### src/rtl/shift_reg_sequencer_if.sv
// Command/handshake bundle between the requesters, the shift register and the sequencer.
interface shift_reg_sequencer_if #(
    parameter int WIDTH = 4,
    parameter int CNT_W = 3
);
    logic [1:0]       req;
    logic [2:0]       op0;
    logic [2:0]       op1;
    logic [CNT_W-1:0] cnt0;
    logic [CNT_W-1:0] cnt1;
    logic [WIDTH-1:0] data0;
    logic [WIDTH-1:0] data1;
    logic [WIDTH-1:0] q;
    logic [1:0]       gnt;
    logic             busy;
    logic             done;
    logic             owner;
    logic [1:0]       mode;
    logic             s_in;
    logic [WIDTH-1:0] d_out;

    modport master (
        output req, op0, op1, cnt0, cnt1, data0, data1, q,
        input  gnt, busy, done, owner, mode, s_in, d_out
    );

    modport slave (
        input  req, op0, op1, cnt0, cnt1, data0, data1, q,
        output gnt, busy, done, owner, mode, s_in, d_out
    );
endinterface

### src/rtl/shift_reg_sequencer.sv
// Round-robin two-requester sequencer that drives a shift register's mode,
// serial-in and parallel-load lines for a commanded number of clock edges.
module shift_reg_sequencer #(
    parameter int WIDTH = 4,
    parameter int CNT_W = 3
) (
    input  logic                 clk,
    input  logic                 reset,
    shift_reg_sequencer_if.slave bus
);
    typedef enum logic [1:0] {S_IDLE, S_RUN, S_DONE} state_t;

    localparam logic [2:0] OP_LOAD = 3'd0;
    localparam logic [2:0] OP_SHL  = 3'd1;
    localparam logic [2:0] OP_SHR  = 3'd2;
    localparam logic [2:0] OP_ROL  = 3'd3;
    localparam logic [2:0] OP_ROR  = 3'd4;

    localparam logic [1:0] M_HOLD  = 2'b00;
    localparam logic [1:0] M_LEFT  = 2'b01;
    localparam logic [1:0] M_RIGHT = 2'b10;
    localparam logic [1:0] M_LOAD  = 2'b11;

    state_t           state_q, state_d;
    logic             ptr_q, ptr_d;
    logic [2:0]       op_q, op_d;
    logic [CNT_W-1:0] rem_q, rem_d;
    logic [WIDTH-1:0] data_q, data_d;
    logic [1:0]       gnt_q, gnt_d;
    logic             busy_q, busy_d;
    logic             done_q, done_d;
    logic             owner_q, owner_d;
    logic [1:0]       mode_q, mode_d;
    logic [WIDTH-1:0] d_out_q, d_out_d;

    logic             win;
    logic [2:0]       win_op;
    logic [CNT_W-1:0] win_cnt;
    logic [WIDTH-1:0] win_data;
    logic [WIDTH-1:0] fb_mask;

    // On a tie the pointer names the requester that was not served last.
    always_comb begin
        if (bus.req == 2'b01) begin
            win = 1'b0;
        end else if (bus.req == 2'b10) begin
            win = 1'b1;
        end else begin
            win = ptr_q;
        end
        win_op   = win ? bus.op1   : bus.op0;
        win_cnt  = win ? bus.cnt1  : bus.cnt0;
        win_data = win ? bus.data1 : bus.data0;
    end

    always_comb begin
        state_d = state_q;
        ptr_d   = ptr_q;
        op_d    = op_q;
        rem_d   = rem_q;
        data_d  = data_q;
        gnt_d   = 2'b00;
        busy_d  = busy_q;
        done_d  = 1'b0;
        owner_d = owner_q;
        mode_d  = mode_q;
        d_out_d = d_out_q;
        case (state_q)
            S_IDLE: begin
                if (|bus.req) begin
                    op_d       = win_op;
                    data_d     = win_data;
                    gnt_d[win] = 1'b1;
                    owner_d    = win;
                    ptr_d      = ~win;
                    busy_d     = 1'b1;
                    rem_d      = win_cnt - CNT_W'(1);
                    case (win_op)
                        OP_LOAD: begin
                            rem_d   = '0;
                            mode_d  = M_LOAD;
                            d_out_d = win_data;
                            state_d = S_RUN;
                        end
                        OP_SHL, OP_ROL, OP_SHR, OP_ROR: begin
                            if (win_cnt != '0) begin
                                mode_d  = (win_op == OP_SHL || win_op == OP_ROL) ? M_LEFT : M_RIGHT;
                                state_d = S_RUN;
                            end else begin
                                done_d  = 1'b1;
                                state_d = S_DONE;
                            end
                        end
                        default: begin
                            done_d  = 1'b1;
                            state_d = S_DONE;
                        end
                    endcase
                end
            end
            S_RUN: begin
                if (rem_q == '0) begin
                    mode_d  = M_HOLD;
                    d_out_d = '0;
                    done_d  = 1'b1;
                    state_d = S_DONE;
                end else begin
                    rem_d = rem_q - CNT_W'(1);
                end
            end
            S_DONE: begin
                busy_d  = 1'b0;
                state_d = S_IDLE;
            end
            default: begin
                state_d = S_IDLE;
            end
        endcase
    end

    always_ff @(posedge clk or posedge reset) begin
        if (reset) begin
            state_q <= S_IDLE;
            ptr_q   <= 1'b0;
            op_q    <= '0;
            rem_q   <= '0;
            data_q  <= '0;
            gnt_q   <= '0;
            busy_q  <= 1'b0;
            done_q  <= 1'b0;
            owner_q <= 1'b0;
            mode_q  <= M_HOLD;
            d_out_q <= '0;
        end else begin
            state_q <= state_d;
            ptr_q   <= ptr_d;
            op_q    <= op_d;
            rem_q   <= rem_d;
            data_q  <= data_d;
            gnt_q   <= gnt_d;
            busy_q  <= busy_d;
            done_q  <= done_d;
            owner_q <= owner_d;
            mode_q  <= mode_d;
            d_out_q <= d_out_d;
        end
    end

    // Rotates feed back the bit that falls off the far end of the register.
    always_comb begin
        fb_mask = '0;
        if (op_q == OP_ROL) begin
            fb_mask = {1'b1, {(WIDTH-1){1'b0}}};
        end else if (op_q == OP_ROR) begin
            fb_mask = WIDTH'(1);
        end
        if (state_q != S_RUN) begin
            bus.s_in = 1'b0;
        end else if (op_q == OP_SHL || op_q == OP_SHR) begin
            bus.s_in = data_q[0];
        end else begin
            bus.s_in = |(bus.q & fb_mask);
        end
    end

    assign bus.gnt   = gnt_q;
    assign bus.busy  = busy_q;
    assign bus.done  = done_q;
    assign bus.owner = owner_q;
    assign bus.mode  = mode_q;
    assign bus.d_out = d_out_q;
endmodule

### src/flat_wrapper.sv
// flat-port wrapper written by rule: the top's interface ports become plain ports
module shift_reg_sequencer_flat 
#(
    parameter int WIDTH = 4,
    parameter int CNT_W = 3
)
  (clk, reset, bus_req, bus_op0, bus_op1, bus_cnt0, bus_cnt1, bus_data0, bus_data1, bus_q, bus_gnt, bus_busy, bus_done, bus_owner, bus_mode, bus_s_in, bus_d_out);
  shift_reg_sequencer_if #(.WIDTH(WIDTH), .CNT_W(CNT_W)) bus_i ();
  input  logic clk;
  input  logic reset;
  input wire logic [$bits(bus_i.req)-1:0] bus_req;
  input wire logic [$bits(bus_i.op0)-1:0] bus_op0;
  input wire logic [$bits(bus_i.op1)-1:0] bus_op1;
  input wire logic [$bits(bus_i.cnt0)-1:0] bus_cnt0;
  input wire logic [$bits(bus_i.cnt1)-1:0] bus_cnt1;
  input wire logic [$bits(bus_i.data0)-1:0] bus_data0;
  input wire logic [$bits(bus_i.data1)-1:0] bus_data1;
  input wire logic [$bits(bus_i.q)-1:0] bus_q;
  output wire logic [$bits(bus_i.gnt)-1:0] bus_gnt;
  output wire logic [$bits(bus_i.busy)-1:0] bus_busy;
  output wire logic [$bits(bus_i.done)-1:0] bus_done;
  output wire logic [$bits(bus_i.owner)-1:0] bus_owner;
  output wire logic [$bits(bus_i.mode)-1:0] bus_mode;
  output wire logic [$bits(bus_i.s_in)-1:0] bus_s_in;
  output wire logic [$bits(bus_i.d_out)-1:0] bus_d_out;
  assign bus_i.req = bus_req;
  assign bus_i.op0 = bus_op0;
  assign bus_i.op1 = bus_op1;
  assign bus_i.cnt0 = bus_cnt0;
  assign bus_i.cnt1 = bus_cnt1;
  assign bus_i.data0 = bus_data0;
  assign bus_i.data1 = bus_data1;
  assign bus_i.q = bus_q;
  assign bus_gnt = bus_i.gnt;
  assign bus_busy = bus_i.busy;
  assign bus_done = bus_i.done;
  assign bus_owner = bus_i.owner;
  assign bus_mode = bus_i.mode;
  assign bus_s_in = bus_i.s_in;
  assign bus_d_out = bus_i.d_out;
  shift_reg_sequencer #(.WIDTH(WIDTH), .CNT_W(CNT_W)) u_core (.clk(clk), .reset(reset), .bus(bus_i));
endmodule
### config.mk
export PLATFORM = sky130hd
export DESIGN_NAME = shift_reg_sequencer_flat
export DESIGN_NICKNAME = d
export VERILOG_FILES = /design/src/rtl/shift_reg_sequencer_if.sv /design/src/rtl/shift_reg_sequencer.sv /design/src/flat_wrapper.sv
export SDC_FILE = /design/constraint.sdc
export NUM_CORES = 1
export LEC_CHECK = 0
export CAP_MARGIN = 5
export CORE_UTILIZATION = 51
export CTS_BUF_LIST = sky130_fd_sc_hd__clkbuf_8
export DETAILED_ROUTE_END_ITERATION = 10
export GPL_TIMING_DRIVEN = 0
export PLACE_DENSITY = 0.93
export RECOVER_POWER = 25
export SLEW_MARGIN = 20
export SYNTH_ARGS = -nofsm -noshare
export SYNTH_HDL_FRONTEND = slang
export SYNTH_SLANG_ARGS = --single-unit
### constraint.sdc
create_clock -name clk -period 4.4 [get_ports clk]
set_clock_uncertainty 0.15 [all_clocks]
set_input_delay 1.1 -clock clk [delete_from_list [all_inputs] [get_ports clk]]
set_output_delay 1.1 -clock clk [all_outputs]
set_load 0.1 [all_outputs]
# [Word level (Yosys, flattened, before mapping)]
# Index checks and enable logic that the tools add are counted.
[classes] addsub=2 shift=0 n_reduce_logical=18 n_mux=39 eq_ne=19 n_bitwise=2 magnitude_cmp=2 div_mod_pow=0 mul=0
[op_table] operator="$mux 4" n=5
[op_table] operator="$mux 2" n=9
[op_table] operator="$pmux 2 s2" n=4
[op_table] operator="$mux 3" n=5
[op_table] operator="$eq 3x2->1 const B" n=4
[op_table] operator="$mux 1" n=10
[op_table] operator="$pmux 4 s2" n=1
[op_table] operator="$reduce_or 4->1" n=2
[op_table] operator="$eq 3x1->1 const B" n=2
[op_table] operator="$eq 3x3->1 const B" n=2
[op_table] operator="$logic_not 3->1" n=2
[op_table] operator="$ne 2x1->1 const B" n=3
[op_table] operator="$pmux 1 s2" n=3
[op_table] operator="$pmux 3 s2" n=1
[op_table] operator="$reduce_and 2->1" n=3
[op_table] operator="$sub 3x1->3 const B" n=2
[op_table] operator="$reduce_and 5->1" n=1
[op_table] operator="$and 4x4->4" n=1
[op_table] operator="$eq 2x1->1 const B" n=2
[op_table] operator="$eq 2x2->1 const B" n=2
[op_table] operator="$ne 2x2->1 const B" n=2
[op_table] operator="$reduce_and 4->1" n=1
[op_table] operator="$reduce_bool 2->1" n=2
[op_table] operator="$ne 3x2->1 const B" n=1
[op_table] operator="11 further kinds" n=12
[word_totals] mem_count=0 wordCells=93 rom_bits=0 ff_bits=21 latch_bits=0 mem_bits_rw=0 input_bits=28

# [Logic depth before layout (Yosys ltp)]
[depth] ltp_word=11 mapped_depth=9

# [Worst setup path after synthesis]
# OpenSTA, ideal clock, no wires.
[synth_timing] path_type="input port to output port" start="input port bus_q[3]" end="output port bus_s_in" path_stages=4 required_ns=3.150 path_slack_ns=0.454 arrival_ns=2.696 path_buffers=0 cell_sequence="mux2_2 -> a21oi_1 -> o32a_1 -> nor2_1"
[synth_between] elab_chain_cells=4
[synth_lines] element="start: declaration" line="flat_wrapper.sv:18" source="input wire logic [$bits(bus_i.q)-1:0] bus_q;"
[synth_lines] element="$and 4x4->4" line="shift_reg_sequencer.sv:162" source="bus.s_in = |(bus.q & fb_mask);"
[synth_lines] element="$reduce_or 4->1" line="shift_reg_sequencer.sv:162"
[synth_lines] element="$mux 1" line="shift_reg_sequencer.sv:159" source="end else if (op_q == OP_SHL || op_q == OP_SHR) begin"
[synth_lines] element="$mux 1" line="shift_reg_sequencer.sv:157" source="if (state_q != S_RUN) begin"
[synth_lines] element="end: declaration" line="flat_wrapper.sv:24" source="output wire logic [$bits(bus_i.s_in)-1:0] bus_s_in;"
# No other way between the ends.

# [Final worst setup path]
# Same ends and word-level chain as after synthesis.

==> results.cfg <==
[synthesis]
synthDistinctLibCells = 40
synth-edff-count = 0
ys_dominant_reg_cell = sky130_fd_sc_hd__dfrtp_1
synth-adder-area-share_pct = 4.905
synth-seq-cells = 21
yosysWarnings = 0
synthesis.instances = 127
synthXorXnorAreaFrac_pct = 2.102
synth.mux.area_fraction_pct = 11.11
synth_compound_gate_area_share_pct = 18.92
post_synth_and_or_nand_nor_area_fraction_pct = 16.02
synth_fp_nets = 159
async_reset_ff_share_pct = 100.0
synth.avg_cell_area_um2 = 9.842
dominant_combinational_cell_family_by_area_after_synthesis = compound AO/OA/AOI/OAI gates
synth_seq_area_share_pct = 42.04
syn-cell-area_um2 = 1250

[routing]
drtIter0Drc = 41
routed_via_density = 5.821
dr_wl_met3_um = 191
drt-total-wl_um = 3034
wl_met1_um = 1125
detail_route.wl_per_cell_um = 15.48
route.vias.total = 1141
drtAntennaViolNets = 0
drc = 0
drt-pass1-iter-count = 4
highest-signal-layer = met4
routed_length_on_met2_um = 1653

[worst_setup_path]
crit_path_max_incr_delay_ns = 0.86
critical_path_buf_inv_count = 2
cp_data_required_time_ns = 3.15
critical_path.endpoint_type = primary output
worstPathCellList = clkdlybuf4s50_1, mux2_2, a21oi_1, o32a_1, nor2_1, dlygate4sd2_1
worst_ep_arrival_time_ns = 2.88
path_max_fanout = 1
path_delay_family = buffers and inverters
critPathSlowestCell = sky130_fd_sc_hd__dlygate4sd2_1
startpoint_type = primary input
critical_path_class = primary input to primary output

[timing]
rsz0062_at_grt = false
period_needed_ns = 4.129
fmaxAchievable_mhz = 242.2
max_slew.worst_pin.slew_ns = 0.9752
final.hold.worst_slack_ns = 0.3411
timing.final.max_slew_violations = 0
report.final.setup_viol = 0
fin_setup_tns_ns = 0
final_hold_vio_count = 0
timing.final.crit_share_pct = 93.84
worst_slew_margin_rel_pct = 34.78

[global_route]
number_of_global_route_vias_before_repair = 1110
grt_first_pass_wirelength_um = 4809
grt_remaining_overflow = 0
pin_count_of_the_biggest_net_entering_global_routing = 22
grt_antenna_before_repair = 0
track_usage_pct = 24.83

[cts]
ctsLongestPathBuffers = 2
htreeDepth = 1
cts_sinks = 21
cts.reportedPaths.clkPinSlew_ns = 0.07
cts-root-buf = sky130_fd_sc_hd__clkbuf_8
cts_setup_buffers = 0
clock_latency_ns = 0.26
cts-buffers-inserted = 3
tritoncts = done

[finish]
final_nets = 201
drive_above_1_share_pct = 7.738
syn2layout_area_growth_pct = 35.94
nFillCells = 162
antennaDiodeCount = 0

[power_and_ir_drop]
vdd.ir_drop.worst_v = 0.0005837
power.density_cell_area_nw_per_um2 = 818.2
total_leakage_power_nw = 0.7512

[die]
floorplan.die_area_um2 = 2653
coreArea_um2 = 2255
initial_utilization_pct = 55.44
die_height_um = 51.51
num_io_pins = 40
dieWidth_um = 51.51
core.rowCount = 17

[status]
status = finished clean

[flow_run]
timing.max_cap.violations = 0

[placed_design]
hpwl_um = 2329
io_buffer_count = 37
gp_congestion = 0.8355

[min_path]
min-delay-path-class = flip-flop to flip-flop
cells in the final DEF, fill, tap and decap left out, types with 4 or more instances in the layout:
master / Yosys / layout
sky130_fd_sc_hd__dfrtp_1: 21 / 21
sky130_fd_sc_hd__nand3_1: 4 / 4
sky130_fd_sc_hd__mux2_1: 4 / 4
sky130_fd_sc_hd__nand2_1: 17 / 17
sky130_fd_sc_hd__clkdlybuf4s50_1: 0 / 34
sky130_fd_sc_hd__o21ai_0: 6 / 6
sky130_fd_sc_hd__inv_1: 9 / 10
sky130_fd_sc_hd__mux2i_1: 6 / 6
sky130_fd_sc_hd__ha_1: 4 / 4
sky130_fd_sc_hd__nor2_1: 15 / 15
sky130_fd_sc_hd__o211ai_1: 5 / 5
flip-flops by register name, indices dropped and copies added, names as in the netlist:
| signal | flops |
|---|---|
| u_core.bus.busy | 1 |
| u_core.bus.d_out | 4 |
| u_core.bus.done | 1 |
| u_core.bus.gnt | 2 |
| u_core.bus.mode | 2 |
| u_core.bus.owner | 1 |
| u_core.data_q | 1 |
| u_core.op_q | 3 |
| u_core.ptr_q | 1 |
| u_core.rem_q | 3 |
| u_core.state_q | 2 |
timing repair:
| item | 4_1_cts | 5_1_grt |
|---|---|---|
| endpoints found under the setup margin | 1 | 0 |
| hold buffers | 0 | 0 |
| gates resized for setup | 1 | 0 |
logic make-up (layout without fill, tap and decap cells):
family | Yosys count | count (layout)
adders and majority gates | 5 | 5
muxes | 12 | 12
and+or+nand+nor | 44 | 44
AOI/OAI and AO/OA | 30 | 30
DFF | 21 | 21
buffers and inverters | 12 | 53
xor gates and xnor gates | 3 | 3
metrics by stage:
stage | util [%] | total power, mW | cell area, um^2 | std cells | setup WS (ns)
5_1_grt | 75.36 | 1.459 | 1699 | 196 | 0.2228
3_5_place_dp | 73.42 | 1.261 | 1655 | 192 | -0.005675
6_report | 75.36 | 1.390 | 1699 | 196 | 0.2710
3_3_place_gp | 73.42 | 1.221 | 1655 | 192 | 0.03451
4_1_cts | 75.36 | 1.390 | 1699 | 196 | 0.2688
2_1_floorplan | - | 1.042 | 1250 | 127 | 0.4543
final timing paths:
check	from	end	slack [ns]	cells past startpoint
min in group asynchronous	reset	u_core.data_q[0]$_DFFE_PP0P_	1.27	2
worst max register to register	u_core.ptr_q$_DFFE_PP0P_	u_core.bus.mode[0]$_DFFE_PP0P_	1.85	9
worst min register to register	u_core.bus.d_out[1]$_DFFE_PP0P_	u_core.bus.d_out[1]$_DFFE_PP0P_	0.34	1
worst max-delay path	bus_q[3]	bus_s_in	0.27	6
worst min-delay path	u_core.bus.d_out[1]$_DFFE_PP0P_	u_core.bus.d_out[1]$_DFFE_PP0P_	0.34	1
max in group asynchronous	reset	u_core.bus.d_out[3]$_DFFE_PP0P_	2.35	2
Yosys cell counts, types with 2 or more instances:
cell / number / area (um^2)
sky130_fd_sc_hd__dfrtp_1: 21 / 525.5
sky130_fd_sc_hd__nand2_1: 17 / 63.81
sky130_fd_sc_hd__nor2_1: 15 / 56.30
sky130_fd_sc_hd__inv_1: 9 / 33.78
sky130_fd_sc_hd__mux2i_1: 6 / 60.06
sky130_fd_sc_hd__o21ai_0: 6 / 30.03
sky130_fd_sc_hd__o211ai_1: 5 / 37.54
sky130_fd_sc_hd__ha_1: 4 / 50.05
sky130_fd_sc_hd__mux2_1: 4 / 45.04
sky130_fd_sc_hd__nand3_1: 4 / 20.02
sky130_fd_sc_hd__a22oi_1: 2 / 15.01
sky130_fd_sc_hd__a2bb2oi_1: 2 / 17.52
sky130_fd_sc_hd__clkbuf_1: 2 / 7.510
sky130_fd_sc_hd__o21a_1: 2 / 15.01
sky130_fd_sc_hd__o22ai_1: 2 / 12.51
sky130_fd_sc_hd__xnor2_1: 2 / 17.52
per-layer routing:
layer  GRT usage, %  up-vias
li1               -      529
met1          28.44      550
met2          46.97       52
met3          1.754       10
met4          10.36        0
met5              0        -
worst register-to-register path, delay by kind of cell (launching register included):
| family | cells | cell delay [ns] |
|---|---|---|
| multiplexers | 1 | 0.33 |
| buffers and inverters | 2 | 0.44 |
| adder cells (fa/ha/maj) | 2 | 0.59 |
| flip-flops | 1 | 0.34 |
| AO/OA/AOI/OAI | 4 | 0.65 |
power by group:
group / switching, mW / internal, mW
logic: 0.627 / 0.287
clock network: 0.0636 / 0.0623
registers: 0.0664 / 0.285
total: 0.757 / 0.634
layout make-up:
| class | instances | area (um^2) | area share [%] |
|---|---|---|---|
| Multi-Input combinational cell | 94 | 663.1 | 39.03 |
| Sequential cell | 21 | 525.5 | 30.93 |
| Timing Repair Buffer | 37 | 369.1 | 21.72 |
| Clock buffer | 3 | 41.29 | 2.430 |
| Tap cell | 28 | 35.03 | 2.062 |
| Inverter | 9 | 33.78 | 1.988 |
| Buffer | 3 | 27.53 | 1.620 |
| Clock inverter | 1 | 3.754 | 0.2209 |
(Power assumes the default switching activity.)
